<file path="config.mk">
export PLATFORM = sky130hd
export DESIGN_NAME = i2c_txn_sequencer_flat
export DESIGN_NICKNAME = d
export VERILOG_FILES = /design/src/rtl/i2c_txn_sequencer_if.sv /design/src/rtl/i2c_txn_sequencer.sv /design/src/flat_wrapper.sv
export SDC_FILE = /design/constraint.sdc
export NUM_CORES = 1
export LEC_CHECK = 0
export CORE_UTILIZATION = 51
export CTS_CLUSTER_DIAMETER = 40
export CTS_CLUSTER_SIZE = 30
export DETAILED_ROUTE_END_ITERATION = 7
export GPL_TIMING_DRIVEN = 1
export PLACE_DENSITY = 0.76
export SYNTH_ARGS = -nofsm -noshare
export SYNTH_HDL_FRONTEND = slang
export SYNTH_SLANG_ARGS = --single-unit
</file>
<file path="constraint.sdc">
create_clock -name clock -period 2.95 [get_ports clock]
set_clock_uncertainty 0.15 [all_clocks]
set_input_delay 0.7375 -clock clock [delete_from_list [all_inputs] [get_ports clock]]
set_output_delay 0.7375 -clock clock [all_outputs]
set_load 0.01 [all_outputs]
</file>
<file path="src/rtl/i2c_txn_sequencer_if.sv">
// ---------------------------------------------------------------------------
// i2c_txn_sequencer_if
//
// Bundles the three handshakes of the I2C transaction sequencer:
//   cmd_*  : host -> sequencer command stream (valid/ready)
//   rsp_*  : sequencer -> host response stream (valid/ready)
//   m_*    : sequencer <-> I2C master start/ready handshake
//
// Modports:
//   slave  : the sequencer's view (accepts commands, produces responses,
//            drives the master request lines)
//   master : the environment's view (host plus I2C master model)
// ---------------------------------------------------------------------------
interface i2c_txn_sequencer_if;

   // Command stream
   logic       cmd_valid;
   logic       cmd_ready;
   logic       cmd_write;
   logic [6:0] cmd_address;
   logic [7:0] cmd_data;

   // Response stream
   logic       rsp_valid;
   logic       rsp_ready;
   logic       rsp_write;
   logic [6:0] rsp_address;
   logic [7:0] rsp_data;
   logic       rsp_error;
   logic       rsp_timeout;

   // I2C master handshake
   logic       m_start;
   logic       m_write;
   logic [6:0] m_address;
   logic [7:0] m_write_data;
   logic       m_ready;
   logic       m_error;
   logic [7:0] m_read_data;

   modport slave (
      input  cmd_valid, cmd_write, cmd_address, cmd_data,
      output cmd_ready,
      output rsp_valid, rsp_write, rsp_address, rsp_data, rsp_error, rsp_timeout,
      input  rsp_ready,
      output m_start, m_write, m_address, m_write_data,
      input  m_ready, m_error, m_read_data
   );

   modport master (
      output cmd_valid, cmd_write, cmd_address, cmd_data,
      input  cmd_ready,
      input  rsp_valid, rsp_write, rsp_address, rsp_data, rsp_error, rsp_timeout,
      output rsp_ready,
      input  m_start, m_write, m_address, m_write_data,
      output m_ready, m_error, m_read_data
   );

endinterface

</file>
<file path="src/rtl/i2c_txn_sequencer.sv">
// ---------------------------------------------------------------------------
// i2c_txn_sequencer
//
// Queues single-byte I2C read/write commands, issues them one at a time to
// an I2C master over a start/ready handshake, and captures each outcome
// (read data or echoed write data, no-ack error, timeout) into a response
// FIFO.
//
// Parameters:
//   CMD_DEPTH : command FIFO entries (power of 2, >= 2)
//   RSP_DEPTH : response FIFO entries (power of 2, >= 2)
//   TIMEOUT   : cycles allowed in the wait states before a transaction is
//               abandoned (8-bit timer)
//
// Ports:
//   clock     : rising-edge clock
//   reset_n   : asynchronous active-low reset
//   bus       : command, response and master handshakes (slave modport)
//   busy      : FSM is not idle
//   cmd_count : command FIFO occupancy
// ---------------------------------------------------------------------------
module i2c_txn_sequencer #(
   parameter int CMD_DEPTH = 4,
   parameter int RSP_DEPTH = 4,
   parameter int TIMEOUT   = 255
) (
   input  logic                         clock,
   input  logic                         reset_n,
   i2c_txn_sequencer_if.slave           bus,
   output logic                         busy,
   output logic [$clog2(CMD_DEPTH):0]   cmd_count
);

   localparam int CAW = $clog2(CMD_DEPTH);
   localparam int RAW = $clog2(RSP_DEPTH);

   localparam logic [CAW:0] CMD_FULL_C = (CAW+1)'(CMD_DEPTH);
   localparam logic [RAW:0] RSP_FULL_C = (RAW+1)'(RSP_DEPTH);
   localparam logic [CAW:0] CMD_ONE_C  = (CAW+1)'(1);
   localparam logic [RAW:0] RSP_ONE_C  = (RAW+1)'(1);
   localparam logic [7:0]   TIMEOUT_C  = 8'(TIMEOUT);

   typedef struct packed {
      logic       write;
      logic [6:0] address;
      logic [7:0] data;
   } cmd_entry_t;

   typedef struct packed {
      logic       write;
      logic [6:0] address;
      logic [7:0] data;
      logic       error;
      logic       timeout;
   } rsp_entry_t;

   typedef enum logic [2:0] {
      S_IDLE,
      S_ISSUE,
      S_WAIT_BUSY,
      S_WAIT_DONE,
      S_POST
   } state_t;

   // ------------------------------------------------------------------
   // Command FIFO
   // ------------------------------------------------------------------
   cmd_entry_t   cmd_mem_q [CMD_DEPTH];
   logic [CAW:0] cmd_wr_ptr_q, cmd_rd_ptr_q;
   logic [CAW:0] cmd_occ;
   logic         cmd_full, cmd_empty;
   logic         cmd_push, cmd_pop;
   cmd_entry_t   cmd_head;

   // Pointers carry one extra wrap bit so occupancy is a plain difference.
   assign cmd_occ       = cmd_wr_ptr_q - cmd_rd_ptr_q;
   assign cmd_full      = (cmd_occ == CMD_FULL_C);
   assign cmd_empty     = (cmd_occ == '0);
   assign cmd_push      = bus.cmd_valid & ~cmd_full;
   assign cmd_head      = cmd_mem_q[cmd_rd_ptr_q[CAW-1:0]];
   assign bus.cmd_ready = ~cmd_full;
   assign cmd_count     = cmd_occ;

   // NOTE: storage arrays carry no reset; validity is tracked by the
   // pointers, and leaving the array out of reset keeps it a plain RAM.
   always_ff @(posedge clock) begin
      if (cmd_push) begin
         cmd_mem_q[cmd_wr_ptr_q[CAW-1:0]] <= '{write:   bus.cmd_write,
                                              address: bus.cmd_address,
                                              data:    bus.cmd_data};
      end
   end

   // NOTE: every clocked block uses non-blocking assignments so all
   // registers sample the same pre-edge values regardless of block order.
   always_ff @(posedge clock or negedge reset_n) begin
      if (!reset_n) begin
         cmd_wr_ptr_q <= '0;
         cmd_rd_ptr_q <= '0;
      end else begin
         if (cmd_push) cmd_wr_ptr_q <= cmd_wr_ptr_q + CMD_ONE_C;
         if (cmd_pop)  cmd_rd_ptr_q <= cmd_rd_ptr_q + CMD_ONE_C;
      end
   end

   // ------------------------------------------------------------------
   // Response FIFO
   // ------------------------------------------------------------------
   rsp_entry_t   rsp_mem_q [RSP_DEPTH];
   logic [RAW:0] rsp_wr_ptr_q, rsp_rd_ptr_q;
   logic [RAW:0] rsp_occ;
   logic         rsp_full, rsp_empty;
   logic         rsp_push, rsp_pop;
   rsp_entry_t   rsp_head;
   rsp_entry_t   rsp_new;

   assign rsp_occ   = rsp_wr_ptr_q - rsp_rd_ptr_q;
   assign rsp_full  = (rsp_occ == RSP_FULL_C);
   assign rsp_empty = (rsp_occ == '0);
   assign rsp_pop   = ~rsp_empty & bus.rsp_ready;

   // An empty FIFO presents all zeros rather than stale storage.
   assign rsp_head  = rsp_empty ? '0 : rsp_mem_q[rsp_rd_ptr_q[RAW-1:0]];

   assign bus.rsp_valid   = ~rsp_empty;
   assign bus.rsp_write   = rsp_head.write;
   assign bus.rsp_address = rsp_head.address;
   assign bus.rsp_data    = rsp_head.data;
   assign bus.rsp_error   = rsp_head.error;
   assign bus.rsp_timeout = rsp_head.timeout;

   always_ff @(posedge clock) begin
      if (rsp_push) rsp_mem_q[rsp_wr_ptr_q[RAW-1:0]] <= rsp_new;
   end

   always_ff @(posedge clock or negedge reset_n) begin
      if (!reset_n) begin
         rsp_wr_ptr_q <= '0;
         rsp_rd_ptr_q <= '0;
      end else begin
         if (rsp_push) rsp_wr_ptr_q <= rsp_wr_ptr_q + RSP_ONE_C;
         if (rsp_pop)  rsp_rd_ptr_q <= rsp_rd_ptr_q + RSP_ONE_C;
      end
   end

   // ------------------------------------------------------------------
   // Transaction FSM
   // ------------------------------------------------------------------
   state_t     state_q, state_d;
   logic       m_start_q, m_start_d;
   logic       m_write_q, m_write_d;
   logic [6:0] m_address_q, m_address_d;
   logic [7:0] m_write_data_q, m_write_data_d;
   logic [7:0] timer_q, timer_d;
   logic [7:0] cap_data_q, cap_data_d;
   logic       cap_error_q, cap_error_d;
   logic       cap_timeout_q, cap_timeout_d;

   assign bus.m_start      = m_start_q;
   assign bus.m_write      = m_write_q;
   assign bus.m_address    = m_address_q;
   assign bus.m_write_data = m_write_data_q;
   assign busy             = (state_q != S_IDLE);

   // The request registers still hold the issued command during POST.
   assign rsp_new = '{write:   m_write_q,
                      address: m_address_q,
                      data:    cap_data_q,
                      error:   cap_error_q,
                      timeout: cap_timeout_q};

   // NOTE: every signal driven here gets a default first, so no path
   // through the case statement can leave one unassigned and infer a latch.
   always_comb begin
      state_d        = state_q;
      m_start_d      = 1'b0;
      m_write_d      = m_write_q;
      m_address_d    = m_address_q;
      m_write_data_d = m_write_data_q;
      timer_d        = timer_q;
      cap_data_d     = cap_data_q;
      cap_error_d    = cap_error_q;
      cap_timeout_d  = cap_timeout_q;
      cmd_pop        = 1'b0;
      rsp_push       = 1'b0;

      unique case (state_q)
         S_IDLE: begin
            // The issue work (load, pop, timer clear, start pulse) is done
            // on the edge entering ISSUE, so m_start and the reduced
            // cmd_count are both visible during the ISSUE cycle itself.
            if (!cmd_empty && !rsp_full && bus.m_ready) begin
               state_d        = S_ISSUE;
               cmd_pop        = 1'b1;
               m_write_d      = cmd_head.write;
               m_address_d    = cmd_head.address;
               m_write_data_d = cmd_head.data;
               m_start_d      = 1'b1;
               timer_d        = '0;
            end
         end

         S_ISSUE: begin
            state_d = S_WAIT_BUSY;
         end

         S_WAIT_BUSY, S_WAIT_DONE: begin
            timer_d = timer_q + 8'd1;
            // Timeout is tested first so it wins over a same-cycle m_ready.
            if (timer_q == TIMEOUT_C) begin
               state_d       = S_POST;
               cap_data_d    = 8'h00;
               cap_error_d   = 1'b1;
               cap_timeout_d = 1'b1;
            end else if (state_q == S_WAIT_BUSY) begin
               if (!bus.m_ready) state_d = S_WAIT_DONE;
            end else if (bus.m_ready) begin
               state_d       = S_POST;
               cap_data_d    = m_write_q ? m_write_data_q : bus.m_read_data;
               cap_error_d   = bus.m_error;
               cap_timeout_d = 1'b0;
            end
         end

         S_POST: begin
            // Issue was gated on !rsp_full, so there is always room here.
            rsp_push = 1'b1;
            state_d  = S_IDLE;
         end

         default: begin
            state_d = S_IDLE;
         end
      endcase
   end

   always_ff @(posedge clock or negedge reset_n) begin
      if (!reset_n) begin
         state_q        <= S_IDLE;
         m_start_q      <= 1'b0;
         m_write_q      <= 1'b0;
         m_address_q    <= '0;
         m_write_data_q <= '0;
         timer_q        <= '0;
         cap_data_q     <= '0;
         cap_error_q    <= 1'b0;
         cap_timeout_q  <= 1'b0;
      end else begin
         state_q        <= state_d;
         m_start_q      <= m_start_d;
         m_write_q      <= m_write_d;
         m_address_q    <= m_address_d;
         m_write_data_q <= m_write_data_d;
         timer_q        <= timer_d;
         cap_data_q     <= cap_data_d;
         cap_error_q    <= cap_error_d;
         cap_timeout_q  <= cap_timeout_d;
      end
   end

endmodule

</file>
<file path="src/flat_wrapper.sv">
// flat-port wrapper written by rule: the top's interface ports become plain ports
module i2c_txn_sequencer_flat 
#(
   parameter int CMD_DEPTH = 4,
   parameter int RSP_DEPTH = 4,
   parameter int TIMEOUT   = 255
)
  (clock, reset_n, busy, cmd_count, bus_cmd_valid, bus_cmd_write, bus_cmd_address, bus_cmd_data, bus_cmd_ready, bus_rsp_valid, bus_rsp_write, bus_rsp_address, bus_rsp_data, bus_rsp_error, bus_rsp_timeout, bus_rsp_ready, bus_m_start, bus_m_write, bus_m_address, bus_m_write_data, bus_m_ready, bus_m_error, bus_m_read_data);
  i2c_txn_sequencer_if bus_i ();
  input  logic clock;
  input  logic reset_n;
  output logic busy;
  output logic [$clog2(CMD_DEPTH):0] cmd_count;
  input wire logic [$bits(bus_i.cmd_valid)-1:0] bus_cmd_valid;
  input wire logic [$bits(bus_i.cmd_write)-1:0] bus_cmd_write;
  input wire logic [$bits(bus_i.cmd_address)-1:0] bus_cmd_address;
  input wire logic [$bits(bus_i.cmd_data)-1:0] bus_cmd_data;
  output wire logic [$bits(bus_i.cmd_ready)-1:0] bus_cmd_ready;
  output wire logic [$bits(bus_i.rsp_valid)-1:0] bus_rsp_valid;
  output wire logic [$bits(bus_i.rsp_write)-1:0] bus_rsp_write;
  output wire logic [$bits(bus_i.rsp_address)-1:0] bus_rsp_address;
  output wire logic [$bits(bus_i.rsp_data)-1:0] bus_rsp_data;
  output wire logic [$bits(bus_i.rsp_error)-1:0] bus_rsp_error;
  output wire logic [$bits(bus_i.rsp_timeout)-1:0] bus_rsp_timeout;
  input wire logic [$bits(bus_i.rsp_ready)-1:0] bus_rsp_ready;
  output wire logic [$bits(bus_i.m_start)-1:0] bus_m_start;
  output wire logic [$bits(bus_i.m_write)-1:0] bus_m_write;
  output wire logic [$bits(bus_i.m_address)-1:0] bus_m_address;
  output wire logic [$bits(bus_i.m_write_data)-1:0] bus_m_write_data;
  input wire logic [$bits(bus_i.m_ready)-1:0] bus_m_ready;
  input wire logic [$bits(bus_i.m_error)-1:0] bus_m_error;
  input wire logic [$bits(bus_i.m_read_data)-1:0] bus_m_read_data;
  assign bus_i.cmd_valid = bus_cmd_valid;
  assign bus_i.cmd_write = bus_cmd_write;
  assign bus_i.cmd_address = bus_cmd_address;
  assign bus_i.cmd_data = bus_cmd_data;
  assign bus_cmd_ready = bus_i.cmd_ready;
  assign bus_rsp_valid = bus_i.rsp_valid;
  assign bus_rsp_write = bus_i.rsp_write;
  assign bus_rsp_address = bus_i.rsp_address;
  assign bus_rsp_data = bus_i.rsp_data;
  assign bus_rsp_error = bus_i.rsp_error;
  assign bus_rsp_timeout = bus_i.rsp_timeout;
  assign bus_i.rsp_ready = bus_rsp_ready;
  assign bus_m_start = bus_i.m_start;
  assign bus_m_write = bus_i.m_write;
  assign bus_m_address = bus_i.m_address;
  assign bus_m_write_data = bus_i.m_write_data;
  assign bus_i.m_ready = bus_m_ready;
  assign bus_i.m_error = bus_m_error;
  assign bus_i.m_read_data = bus_m_read_data;
  i2c_txn_sequencer #(.CMD_DEPTH(CMD_DEPTH), .RSP_DEPTH(RSP_DEPTH), .TIMEOUT(TIMEOUT)) u_core (.clock(clock), .reset_n(reset_n), .bus(bus_i), .busy(busy), .cmd_count(cmd_count));
endmodule
</file>
=== Yosys cells after proc, flatten, opt, wreduce, memory -nomap -nowiden ===
Memory sizes are Yosys's and may differ from the RTL's. A register that Yosys moved wholly into a read port is not among the register bits.
Index checks and enable logic that the tools add are counted.

* Bits in registers: 34
* RAM bits: 136
* Input port bits: 30
* Memories kept: 2

* Add/sub/neg operators: 7
* Eq/ne operators: 11
* Mux-type cells: 26
* Bitwise gates (word level): 4
* Reductions and logical operators: 16

{| class="wikitable"
|+ Memory list
! name !! words !! width !! read ports !! clocked after memory_dff !! write ports !! line !! RTL
|-
| u_core.rsp_mem_q || 4 || 18 || 1 || 0 || 1 || i2c_txn_sequencer.sv:109 || <nowiki>rsp_entry_t rsp_mem_q [RSP_DEPTH];</nowiki>
|-
| u_core.cmd_mem_q || 4 || 16 || 1 || 1 || 1 || i2c_txn_sequencer.sv:68 || <nowiki>cmd_entry_t cmd_mem_q [CMD_DEPTH];</nowiki>
|}

{| class="wikitable"
|+ Operators by type and width
! operator !! count
|-
| 2-to-1 mux 8 bit || 5
|-
| 2-to-1 mux 18 bit || 1
|-
| one-hot mux 8 bit (2 select lines) || 1
|-
| 2-to-1 mux 3 bit || 5
|-
| 2-to-1 mux 1 bit || 13
|-
| adder 3 x 1 -> 3 bit, second input constant || 4
|-
| == test 3 bit, second input constant || 3
|-
| logical NOT 3 bit || 3
|-
| one-hot mux 3 bit (3 select lines) || 1
|-
| adder 8 x 1 -> 8 bit, second input constant || 1
|-
| == test 8 bit, second input constant || 1
|-
| == test 3 x 2 -> 1 bit, second input constant || 2
|-
| AND reduction 3 bit || 2
|-
| subtractor 3 bit || 2
|-
| inequality test 2 x 1 -> 1 bit, second input constant || 2
|-
| inequality test 4 x 2 -> 1 bit, second input constant || 1
|-
| inequality test 4 x 3 -> 1 bit, second input constant || 1
|-
| AND reduction 2 bit || 2
|-
| nonzero test 2 bit || 2
|-
| == test 3 x 1 -> 1 bit, second input constant || 1
|-
| logical NOT 1 bit || 3
|-
| nonzero test 3 bit || 1
|-
| AND 1 bit || 2
|-
| logical AND 1 bit || 2
|-
| other kinds (2) || 3
|}

=== Longest topological paths before layout ===
* Word-level depth: 7
* Mapped depth: 8
* Mapped depth without buffers: 7

=== Worst setup path before layout ===
No wires, ideal clock.

* Path kind: reg-to-output
* Start: reg u_core.rsp_rd_ptr_q[1]
* End: out bus_rsp_timeout
* Data arrival time: 2.133 ns
* Data required time: 2.062 ns
* Slack: -0.071 ns
* Cell stages (with the launch flop): 9
* Path buffers: 2
* Path through: dfrtp_1 > clkbuf_1 > inv_1 > ha_1 > nor2b_1 > xnor2_1 > nor2_1 > clkbuf_1 > and2b_1

* Word-level cells in the longest chain between the ends: 3

{| class="wikitable"
|+ RTL lines
! what !! line !! RTL
|-
| start: declaration || i2c_txn_sequencer.sv:110 || <nowiki>logic [RAW:0] rsp_wr_ptr_q, rsp_rd_ptr_q;</nowiki>
|-
| start signal: assignment || i2c_txn_sequencer.sv:142 || <nowiki>if (rsp_pop) rsp_rd_ptr_q <= rsp_rd_ptr_q + RSP_ONE_C;</nowiki>
|-
| subtractor 3 bit || i2c_txn_sequencer.sv:117 || <nowiki>assign rsp_occ = rsp_wr_ptr_q - rsp_rd_ptr_q;</nowiki>
|-
| logical NOT 3 bit || i2c_txn_sequencer.sv:119 || <nowiki>assign rsp_empty = (rsp_occ == '0);</nowiki>
|-
| 2-to-1 mux 18 bit * || i2c_txn_sequencer.sv:123 || <nowiki>assign rsp_head = rsp_empty ? '0 : rsp_mem_q[rsp_rd_ptr_q[RAW-1:0]];</nowiki>
|-
| end: declaration || flat_wrapper.sv:24 || <nowiki>output wire logic [$bits(bus_i.rsp_timeout)-1:0] bus_rsp_timeout;</nowiki>
|}

Mark *: on every way between the ends. The rest lies on a longest branch, timed or not.

=== Final worst setup path ===
* Start: reg u_core.rsp_wr_ptr_q[0]
* End: out bus_rsp_address[2]

* Word-level cells in the longest chain between the ends: 3

{| class="wikitable"
|+ RTL lines
! what !! line !! RTL
|-
| start: declaration || i2c_txn_sequencer.sv:110 ||
|-
| start signal: assignment || i2c_txn_sequencer.sv:141 || <nowiki>if (rsp_push) rsp_wr_ptr_q <= rsp_wr_ptr_q + RSP_ONE_C;</nowiki>
|-
| subtractor 3 bit || i2c_txn_sequencer.sv:117 ||
|-
| logical NOT 3 bit || i2c_txn_sequencer.sv:119 ||
|-
| 2-to-1 mux 18 bit || i2c_txn_sequencer.sv:123 ||
|-
| end: declaration || flat_wrapper.sv:21 || <nowiki>output wire logic [$bits(bus_i.rsp_address)-1:0] bus_rsp_address;</nowiki>
|}

Every way passes these cells.

==> impl_metrics.py <==
metrics = {
    "run_status": {
        "status": "complete, but fails checks",
        "violations": "negative setup slack",
    },
    "worst_hold_path": {
        "holdCritPathClass": "input port to asynchronous set/reset pin",
    },
    "worst_setup_path": {
        "reg2reg_from": "u_core.cmd_wr_ptr_q[0]",
        "slowest_stage": "dfrtp_1",
        "slowest_delay_ns": 0.39,
        "worstPathCellList": "inv_2, ha_4, nor2b_4, xnor2_4, buf_6, nor2_4, buf_4, buf_12, nor2b_4, buf_4",
        "endpoint_kind": "primary output",
        "cp_top_family": "buffers and inverters",
        "cp.depth": 10,
        "cp.arrival_ns": 2.06,
        "setup.worst_path.class": "flip-flop to primary output",
        "critPathBufInv": 5,
        "crit_fanout": 5,
        "rr_worst_depth": 9,
        "r2r-end": "u_core.cmd_mem_q[3][8]",
        "critPathRequiredTime_ns": 2.06,
        "reg2reg_setup_slack_ns": 0.19,
        "crit_path_start_kind": "flip-flop",
    },
    "sta": {
        "tightest_slew_ns": 0.6134,
        "min_period_over_period": 1.000,
        "rsz0062_at_grt": "true",
        "slew_viol_final": 0,
        "min_period_ns": 2.951,
        "fin_ws_ns": -0.0009017,
        "finalHoldViolations": 0,
        "fmax_ghz": 0.3389,
        "max_slew_margin": 0.5911,
        "final-setup-viol-count": 1,
    },
    "grt": {
        "grt_usage": 0.2117,
        "antenna_found_initial": 0,
        "grt_pass1_vias": 4103,
        "grt_overflow": 0,
        "grt_max_degree": 27,
        "grt_pass1_wl_um": 22740,
    },
    "logic_synthesis": {
        "syn-cell-area_um2": 7480,
        "post_synth_most_frequent_cells": "136 x edfxtp_1, 50 x dfrtp_1, 34 x mux4_2",
        "yosysUniqueCellTypes": 43,
        "synth_top_area_frac": 0.5460,
        "yosysSeqAreaShare": 0.7133,
        "yosysMostFrequentCell": "edfxtp_1",
        "synth_flop_cell": "edfxtp_1",
        "syn_nets": 449,
        "synth_area_leaders": "edfxtp_1 55%, dfrtp_1 17%, mux4_2 10%",
        "synth_top_area_cell": "edfxtp_1",
        "ys_ff_latch": 186,
        "syn_area_per_cell_um2": 18.51,
        "synth-edff-count": 136,
        "ys_async_sr_fraction": 0.2688,
        "syn_inst": 404,
        "ys_warn_count": 0,
    },
    "power_and_ir_drop": {
        "power_mw": 10.80,
        "total_leakage_power_nw": 3.471,
        "power_per_cell_area_nw_per_um2": 1150,
        "ir_drop_mv": 0.5771,
    },
    "routing": {
        "drt_iter0_drc": 260,
        "wl_per_cell_um": 20.55,
        "dr_total_vias": 4008,
        "drcViolationCount": 0,
        "postRouteAntennaNets": 0,
        "finalWirelength_um": 14590,
        "dr.pass1.iters": 4,
        "viasPerCell": 5.645,
    },
    "cells_and_area": {
        "drive_gt1_frac": 0.3019,
        "antennaDiodeCount": 0,
        "fin_nets": 562,
        "area_delta_synth_final_pct": 25.51,
        "post-route-util": 0.6660,
        "instances_no_fill": 710,
    },
    "placement": {
        "port_buffers": 70,
        "pre_cts_slack_ns": -0.1495,
        "dpl.hpwl_um": 8767,
        "place_inst": 660,
        "gp_congestion": 0.7516,
    },
    "clock_network": {
        "insertion_delay_ns": 0.44,
        "clkTransAtPathRegs_ns": 0.07,
        "htree_levels": 4,
        "clockBufferDepth": 2,
        "clock-sinks": 186,
        "cts-root-buf": "clkbuf_16",
        "cts_tree": "yes",
        "numCtsBuffers": 17,
    },
    "floorplan": {
        "dieWidth_um": 123.1,
        "dieArea_um2": 15150,
        "coreArea_um2": 14100,
        "die_y_um": 123.1,
        "ioPinCount": 71,
        "rows": 43,
        "start_util": 0.5306,
    },
    "flow_run": {
        "maxCapViolCount": 0,
    },
}
==> layer usage <==
layer  routed length (um)  track usage  vias up
met5                    0            0        -
met4                  311      0.09262        0
met3                  751      0.04474       26
met2                 7609       0.3504      153
met1                 5918       0.2723     2025
li1                     -            -     1804
==> worst max path at each step <==
stage	start	to	slack, ns
2_1_floorplan	u_core.rsp_rd_ptr_q[1]	bus_rsp_timeout	0.02
3_3_place_gp	u_core.rsp_rd_ptr_q[0]	bus_rsp_data[4]	-0.04
3_5_place_dp	u_core.rsp_rd_ptr_q[0]	bus_rsp_data[4]	-0.15
4_1_cts	u_core.rsp_wr_ptr_q[0]	bus_rsp_address[1]	-0.16
5_1_grt	u_core.rsp_wr_ptr_q[0]	bus_rsp_address[2]	-0.08
6_report	u_core.rsp_wr_ptr_q[0]	bus_rsp_address[2]	-0.0009
==> repair_timing <==
item / CTS / global route
setup buffers: 12 / 5
hold buffers: 0 / 0
endpoints found under the setup margin: 22 / 21
pin swaps: 4 / 6
cloned: 4 / 0
resized for setup: 85 / 21
==> where the power goes <==
part | internal [mW] | switching [mW] | total [mW]
Clock | 1.35 | 0.988 | 2.34
Sequential | 3.56 | 0.464 | 4.02
Combinational | 2.36 | 2.08 | 4.44
==> sequential cells by signal, indices dropped and copies added (netlist names) <==
signal,count
u_core.cap_timeout_q,1
u_core.cap_data_q,8
u_core.rsp_rd_ptr_q,3
u_core.bus.m_address,7
u_core.bus.m_write_data,8
u_core.cmd_mem_q,64
u_core.rsp_wr_ptr_q,3
u_core.bus.m_start,1
u_core.cap_error_q,1
u_core.cmd_wr_ptr_q,3
u_core.timer_q,8
u_core.cmd_rd_ptr_q,3
u_core.rsp_mem_q,72
u_core.state_q,3
u_core.bus.m_write,1
==> logic make-up after synthesis <==
kind of cell	Yosys count	synth area share
XOR/XNOR	12	0.01623
flip-flops	186	0.7133
multiplexers	61	0.1417
adder cells (fa/ha/maj)	15	0.02610
AO/OA/AOI/OAI	34	0.03547
buffers and inverters	30	0.01740
AND/OR/NAND/NOR	66	0.04985
==> layout by cell type, fill, tap and decap left out, types with 5 or more instances in the layout <==
cell type and instances:
edfxtp_1 136, dfrtp_1 49, inv_1 10, o2bb2ai_1 8, buf_2 13, ha_1 12
buf_6 8, and2_1 5, clkbuf_16 18, mux2i_1 8, nand2_1 13, nor2b_1 18
xor2_1 5, mux2_2 19, buf_12 7, mux4_2 34, buf_4 23, clkdlybuf4s50_1 47
and3_1 5, o21ai_0 10, nand3_1 5
==> metrics by stage <==
| step | hold slack, ns | setup TNS, ns | instance area (um^2) |
|---|---|---|---|
| after global routing | 0.1987 | -0.4401 | 9388 |
| after global placement | 0.3109 | -0.1231 | 8557 |
| after floorplan | 0.2919 | 0 | 7482 |
| after CTS | 0.1732 | -0.7765 | 9370 |
| after detailed placement | 0.3288 | -1.011 | 8557 |
| final | 0.1631 | -0.0009017 | 9388 |
==> area by class of cell <==
cell class                 count  area (um^2)
multi-input combinational    191         2122
tap                          180        225.2
inverter                      13        48.80
fill                         946         4708
clock inverter                12        156.4
sequential                   186         5336
timing repair buffer         108         1031
clock buffer                  20        467.9
Power figures use the tool's default switching activity.
